[config.mk]
export PLATFORM = sky130hd
export DESIGN_NAME = stepper_move_sequencer
export DESIGN_NICKNAME = d
export VERILOG_FILES = /design/src/rtl/stepper_move_sequencer.sv
export SDC_FILE = /design/constraint.sdc
export NUM_CORES = 1
export LEC_CHECK = 0
export CAP_MARGIN = 20
export CORE_MARGIN = 2
export CORE_UTILIZATION = 45
export DETAILED_ROUTE_END_ITERATION = 8
export PLACE_DENSITY_LB_ADDON = 0.3
export SLEW_MARGIN = 10
export SYNTH_ARGS = -nofsm -noshare
export SYNTH_HDL_FRONTEND = slang
export SYNTH_SLANG_ARGS = --single-unit
export TNS_END_PERCENT = 20
[constraint.sdc]
create_clock -name clock_clk -period 3 [get_ports clock_clk]
set_input_delay 0.45 -clock clock_clk [delete_from_list [all_inputs] [get_ports clock_clk]]
set_output_delay 0.45 -clock clock_clk [all_outputs]
set_load 0.1 [all_outputs]
[src/rtl/stepper_move_sequencer.sv]
// Stepper move sequencer: runs a move of N steps at one step per `period` clocks, first step `period` clocks after accept.
// cmd_ready only while IDLE; abort and the direction-matching end-stop end a running move early.
module stepper_move_sequencer #(
  parameter int STEP_BITS   = 16,
  parameter int PERIOD_BITS = 16,
  parameter int POS_BITS    = 16
) (
  input  logic                   clock_clk,
  input  logic                   reset_reset,
  input  logic                   cmd_valid,
  output logic                   cmd_ready,
  input  logic                   cmd_dir,
  input  logic [STEP_BITS-1:0]   cmd_steps,
  input  logic [PERIOD_BITS-1:0] cmd_period,
  input  logic                   abort,
  input  logic                   limit_fwd,
  input  logic                   limit_rev,
  input  logic                   hold_en,
  output logic [3:0]             coil,
  output logic                   busy,
  output logic                   done,
  output logic [1:0]             status,
  output logic [STEP_BITS-1:0]   steps_left,
  output logic [POS_BITS-1:0]    position
);

  typedef enum logic [1:0] {IDLE, RUN, FIN} state_t;

  state_t                 state, state_nxt;
  logic                   dir_q, dir_nxt;
  logic [PERIOD_BITS-1:0] period_q, period_nxt;
  logic [PERIOD_BITS-1:0] cnt, cnt_nxt;
  logic [STEP_BITS-1:0]   steps_nxt;
  logic [POS_BITS-1:0]    pos_nxt;
  logic [1:0]             phase, phase_nxt;
  logic [1:0]             status_nxt;
  logic [3:0]             coil_nxt;
  logic                   run_limit_hit;
  logic                   cmd_limit_hit;

  assign cmd_ready     = (state == IDLE);
  assign busy          = (state == RUN);
  assign done          = (state == FIN);
  assign run_limit_hit = dir_q ? limit_fwd : limit_rev;
  assign cmd_limit_hit = cmd_dir ? limit_fwd : limit_rev;

  always_comb begin
    state_nxt  = state;
    dir_nxt    = dir_q;
    period_nxt = period_q;
    cnt_nxt    = cnt;
    steps_nxt  = steps_left;
    pos_nxt    = position;
    phase_nxt  = phase;
    status_nxt = status;
    case (state)
      IDLE: begin
        if (cmd_valid) begin
          dir_nxt    = cmd_dir;
          steps_nxt  = cmd_steps;
          // Period below 2 would make a step every cycle with no counting room.
          period_nxt = (cmd_period < PERIOD_BITS'(2)) ? PERIOD_BITS'(2) : cmd_period;
          cnt_nxt    = '0;
          if (cmd_steps == '0) begin
            state_nxt  = FIN;
            status_nxt = 2'b00;
          end else if (cmd_limit_hit) begin
            state_nxt  = FIN;
            status_nxt = 2'b10;
          end else begin
            state_nxt = RUN;
          end
        end
      end
      RUN: begin
        // Abort outranks the end-stop, and both suppress a step due this cycle.
        if (abort) begin
          state_nxt  = FIN;
          status_nxt = 2'b01;
        end else if (run_limit_hit) begin
          state_nxt  = FIN;
          status_nxt = 2'b10;
        end else if (cnt == period_q - PERIOD_BITS'(1)) begin
          cnt_nxt   = '0;
          phase_nxt = dir_q ? phase + 2'd1 : phase - 2'd1;
          pos_nxt   = dir_q ? position + POS_BITS'(1) : position - POS_BITS'(1);
          steps_nxt = steps_left - STEP_BITS'(1);
          if (steps_left == STEP_BITS'(1)) begin
            state_nxt  = FIN;
            status_nxt = 2'b00;
          end
        end else begin
          cnt_nxt = cnt + PERIOD_BITS'(1);
        end
      end
      FIN:     state_nxt = IDLE;
      default: state_nxt = IDLE;
    endcase
    coil_nxt = ((state_nxt != IDLE) || hold_en) ? (4'b0001 << phase_nxt) : 4'b0000;
  end

  always_ff @(posedge clock_clk or posedge reset_reset) begin
    if (reset_reset) begin
      state      <= IDLE;
      dir_q      <= 1'b0;
      period_q   <= PERIOD_BITS'(2);
      cnt        <= '0;
      steps_left <= '0;
      position   <= '0;
      phase      <= 2'd0;
      status     <= 2'b00;
      coil       <= 4'b0000;
    end else begin
      state      <= state_nxt;
      dir_q      <= dir_nxt;
      period_q   <= period_nxt;
      cnt        <= cnt_nxt;
      steps_left <= steps_nxt;
      position   <= pos_nxt;
      phase      <= phase_nxt;
      status     <= status_nxt;
      coil       <= coil_nxt;
    end
  end

endmodule

# After elaboration in Yosys (flattened, before gate mapping)
# Index checks and enable logic that the tools add are counted.
# classes
n_addsub	7
n_lt_le_gt_ge	1
eq_ne	11
shift	1
mux	36
bitwise_logic	2
n_reduce_logical	10
# op_table
operator	count
2-to-1 mux 16 bit	10
one-hot mux 16 bit (2 select lines)	2
subtractor 16 x 1 -> 16 bit, second input constant	3
2-to-1 mux 2 bit	19
adder 16 x 1 -> 16 bit, second input constant	2
equality test 16 x 1 -> 1 bit, second input constant	1
equality test 16 bit	1
zero test 16 bit	1
< comparator 16 x 2 -> 1 bit, second input constant	1
AND reduction 5 bit	2
!= test 4 x 2 -> 1 bit, second input constant	2
one-hot mux 2 bit (2 select lines)	2
AND reduction 4 bit	2
!= test 2 bit, second input constant	3
2-to-1 mux 4 bit	1
nonzero test 2 bit	2
<< shifter 1 x 2 -> 4 bit, first input constant	1
!= test 3 x 1 -> 1 bit, second input constant	1
adder 2 x 1 -> 2 bit, second input constant	1
equality test 2 x 1 -> 1 bit, second input constant	1
equality test 2 bit, second input constant	1
zero test 2 bit	1
2-to-1 mux 1 bit	2
!= test 2 x 1 -> 1 bit, second input constant	1
4 further kinds	5
# word_totals
regBits	75
wordCells	77

# Depth between registers and ports, before layout
# depth
ltp_word	9
ltp_mapped	11
depth_no_buf	10

# Worst setup path after synthesis
# OpenSTA, ideal clock, no wires.
# synth_timing
path_type	register -> register
from	reg position[1]
to	reg position[15]
setup_ns	0.158
arrival_time_ns	3.131
path_slack_ns	-0.289
path_stages_with_launch	10
n_path_buf	0
path_cell_list	dfrtp_1 -> ha_1 -> a21o_1 -> a311o_1 -> a2111oi_0 -> o31ai_1 -> a41o_1 -> xnor2_1 -> nand2b_1 -> xnor2_1
# synth_between
elab_chain_len	2
elab_cells_between_ends	3
classes_between	2 x add/sub; 1 x mux
# synth_rtl
item	line	rtl
start: declaration	24	output logic [POS_BITS-1:0] position
start signal: assignment	119	position <= pos_nxt;
subtractor 16 x 1 -> 16 bit or adder 16 x 1 -> 16 bit (tied branches)	86	pos_nxt = dir_q ? position + POS_BITS'(1) : position - POS_BITS'(1);
2-to-1 mux 16 bit *	86	
# Mark *: on every way between the ends. The rest lies on a longest branch, timed or not.
# A chain may end at the register's enable or synchronous reset.

# Worst setup path after layout
# layout_timing
from	reg period_q[1]
to	reg steps_left[15]
# layout_between
elab_chain_len	4
# layout_rtl
item	line	rtl
start: declaration	31	logic [PERIOD_BITS-1:0] period_q, period_nxt;
start signal: assignment	116	period_q <= period_nxt;
subtractor 16 x 1 -> 16 bit	83	end else if (cnt == period_q - PERIOD_BITS'(1)) begin
equality test 16 bit	83	
!= test 2 x 1 -> 1 bit (no line)	--	
AND reduction 5 bit (no line)	--	
end signal: assignment	118	steps_left <= steps_nxt;
end: declaration	23	output logic [STEP_BITS-1:0] steps_left,
# Every way passes these cells.

==> metrics.cfg <==
[timing]
rsz0062_at_grt=true
final_hold_viol_count=0
slew_headroom=0.657
max_freq_mhz=344
period_minus_slack_ns=2.90
worst_slew_pin_slew_ns=0.511
setup-violations-final=0
slew_viol_final=0
tns_ns=0
timing.final.crit_share=0.968
skew_ns=0.0154

[run_status]
outcome=finished clean

[worst_setup_path]
cp_data_arrival_time_ns=3.12
critPathTopFamily=simple AND/OR/NAND/NOR gates
crit_start=period_q[1]
cp.depth=10
r2r_start=period_q[1]
critPathMaxStageDelay_ns=0.57
path_buf_inv=2
worst_path_max_delay_cell=dfstp_2
required_ns=3.22
critical_path.cell_chain=inv_1, ha_1, xor2_1, o31a_1, nor4_1, buf_4, and4_4, nand4_4, o311ai_0, o21ai_1
end_kind=register
ff2ff_path_depth=10
critPathMaxFanout=13
cp-start-kind=register
path_class=reg -> reg

[drt]
wl_per_cell_um=15.8
num_vias=4463
first_pass_iters=5
drt_wl_total_um=12400
drc=0
vias_per_cell=5.69
drt_iter0_drc=183
drtAntennaViolNets=0

[layout]
antenna_cells=0
fin_cells=784
final_cell_mix=nand2_1 (72), dfrtp_1 (69), buf_4 (62)
layout.nets=702
layout-drive-gt1-share=0.182
fill_cells=927
final_common_cell=nand2_1
area_delta_synth_final_pct=26.0

[place]
hpwl_um=9140
io_buffers=80
gp_congestion=0.919
place_inst=768

[clock_network]
hold_buffers=0
h-tree-depth=3
cts_root_buf=clkbuf_8
clk_latency_ns=0.35
cts-buffers-inserted=9
clockBufferDepth=2
clk_pin_slew_ns=0.08
post_cts_buffers=0
cts_tree=yes
cts_sinks=75

[floorplanning]
row_count=37
start_util=0.467
die_w_um=108
pin_count=81
die_y_um=108
core_um2=10400
die_area_um2=11600

[min_path]
worstHoldPathType=reg -> reg
hold_depth=1
holdCritStartpoint=position[15]

[logic_synthesis]
synth_edf_count=0
syn_area_per_cell_um2=8.88
syn_nets=605
synth-seq-area-share=0.388
yosysTopAreaCell=dfrtp_1
synth_ff_type=dfrtp_1
yosysUniqueCellTypes=73
synth_area_leaders=dfrtp_1 (38%), nand2_1 (5.6%), xnor2_1 (4.7%), ha_1 (4.6%), xor2_1 (4.5%)
synthesis.area_um2=4850
synthCells=546
async_reset_ff_frac=1.00
synth.ff_latch_count=75
yosys_warnings=0
synth_top_cell_area_share=0.382

[global_routing]
track_usage=0.219
grt_max_degree=76
antenna_found_initial=0
grt_pass1_wl_um=20300
grt_pass1_vias=4250
grt-ovfl-total=0

[power_and_ir_drop]
p_leak_uw=0.00273
ir_worst_vdd_mv=0.725
p_per_area_nw_per_um2=724

[job]
drv_cap=0

worst paths after layout:
kind                             endpoint  slack [ns]
setup / recovery           steps_left[15]         0.1
hold / removal               position[15]        0.49
setup reg to reg           steps_left[15]         0.1
hold reg to reg              position[15]        0.49
max in group asynchronous     period_q[1]        2.14
min in group asynchronous     position[2]        0.52
kinds of logic after synthesis:
kind of cell,synth area share
flip-flops,0.388
multiplexers,0.0204
XOR/XNOR,0.0955
AND/OR/NAND/NOR,0.256
AO/OA/AOI/OAI,0.161
buffers and inverters,0.0289
adder cells (fa/ha/maj),0.0506
worst register-to-register path, delay by kind of cell (launching register included):
| family | cells | cell delay, ns |
|---|---|---|
| AOI/OAI and AO/OA | 3 | 0.79 |
| xor gates and xnor gates | 1 | 0.16 |
| adders and majority gates | 1 | 0.20 |
| buffers and inverters | 2 | 0.25 |
| DFF | 1 | 0.57 |
| and+or+nand+nor | 3 | 0.79 |
timing repair:
action | in CTS | in global routing
setup endpoints to repair | 3 | 40
pin swaps | 0 | 1
resized for setup | 2 | 11
sequential cells by signal (all words and copies together), names as in the netlist:
signal	flops
cnt	16
period_q	16
position	16
steps_left	16
coil	4
phase	2
state	2
status	2
dir_q	1
synth_stat cells (12+ instances only):
library cell,count
dfrtp_1,74
nand2_1,72
nor2_1,49
xnor2_1,26
a21oi_1,25
xor2_1,25
nor3_1,22
o21ai_1,19
ha_1,18
nand3_1,17
nor4_1,16
inv_1,14
o21ai_0,12
where the power goes:
group | switching, uW | internal, uW
Sequential | 206 | 1180
Combinational | 1570 | 688
Clock | 390 | 381
stage by stage:
step | util | cell area [um^2] | total power (uW) | hold slack, ns | setup WS, ns
finish | 0.589 | 6100 | 4420 | 0.490 | 0.0969
global route | 0.589 | 6100 | 4670 | 0.507 | -0.0816
CTS | 0.585 | 6070 | 4400 | 0.497 | 0.00209
detailed placement | 0.565 | 5860 | 3610 | 0.481 | -0.0380
global placement | 0.565 | 5860 | 3570 | 0.470 | 0.0329
floorplan | - | 4850 | 3020 | 0.465 | 0.0535
routing by layer:
| metal | vias up | share of wire | GRT usage |
|---|---|---|---|
| met1 | 2128 | 0.44 | 0.295 |
| met4 | 0 | 0.011 | 0.0604 |
| met5 | - | 0 | 0 |
| met3 | 14 | 0.053 | 0.0369 |
| li1 | 2173 | - | - |
| met2 | 148 | 0.49 | 0.365 |
cell type report:
class | count | area, um^2 | area share
Clock buffer | 9 | 124 | 0.0203
Multi-Input combinational cell | 438 | 2890 | 0.473
Inverter | 15 | 56.3 | 0.00922
Clock inverter | 7 | 68.8 | 0.0113
Tap cell | 136 | 170 | 0.0279
Timing Repair Buffer | 104 | 916 | 0.150
Sequential cell | 75 | 1880 | 0.309
Power figures use the tool's default switching activity.
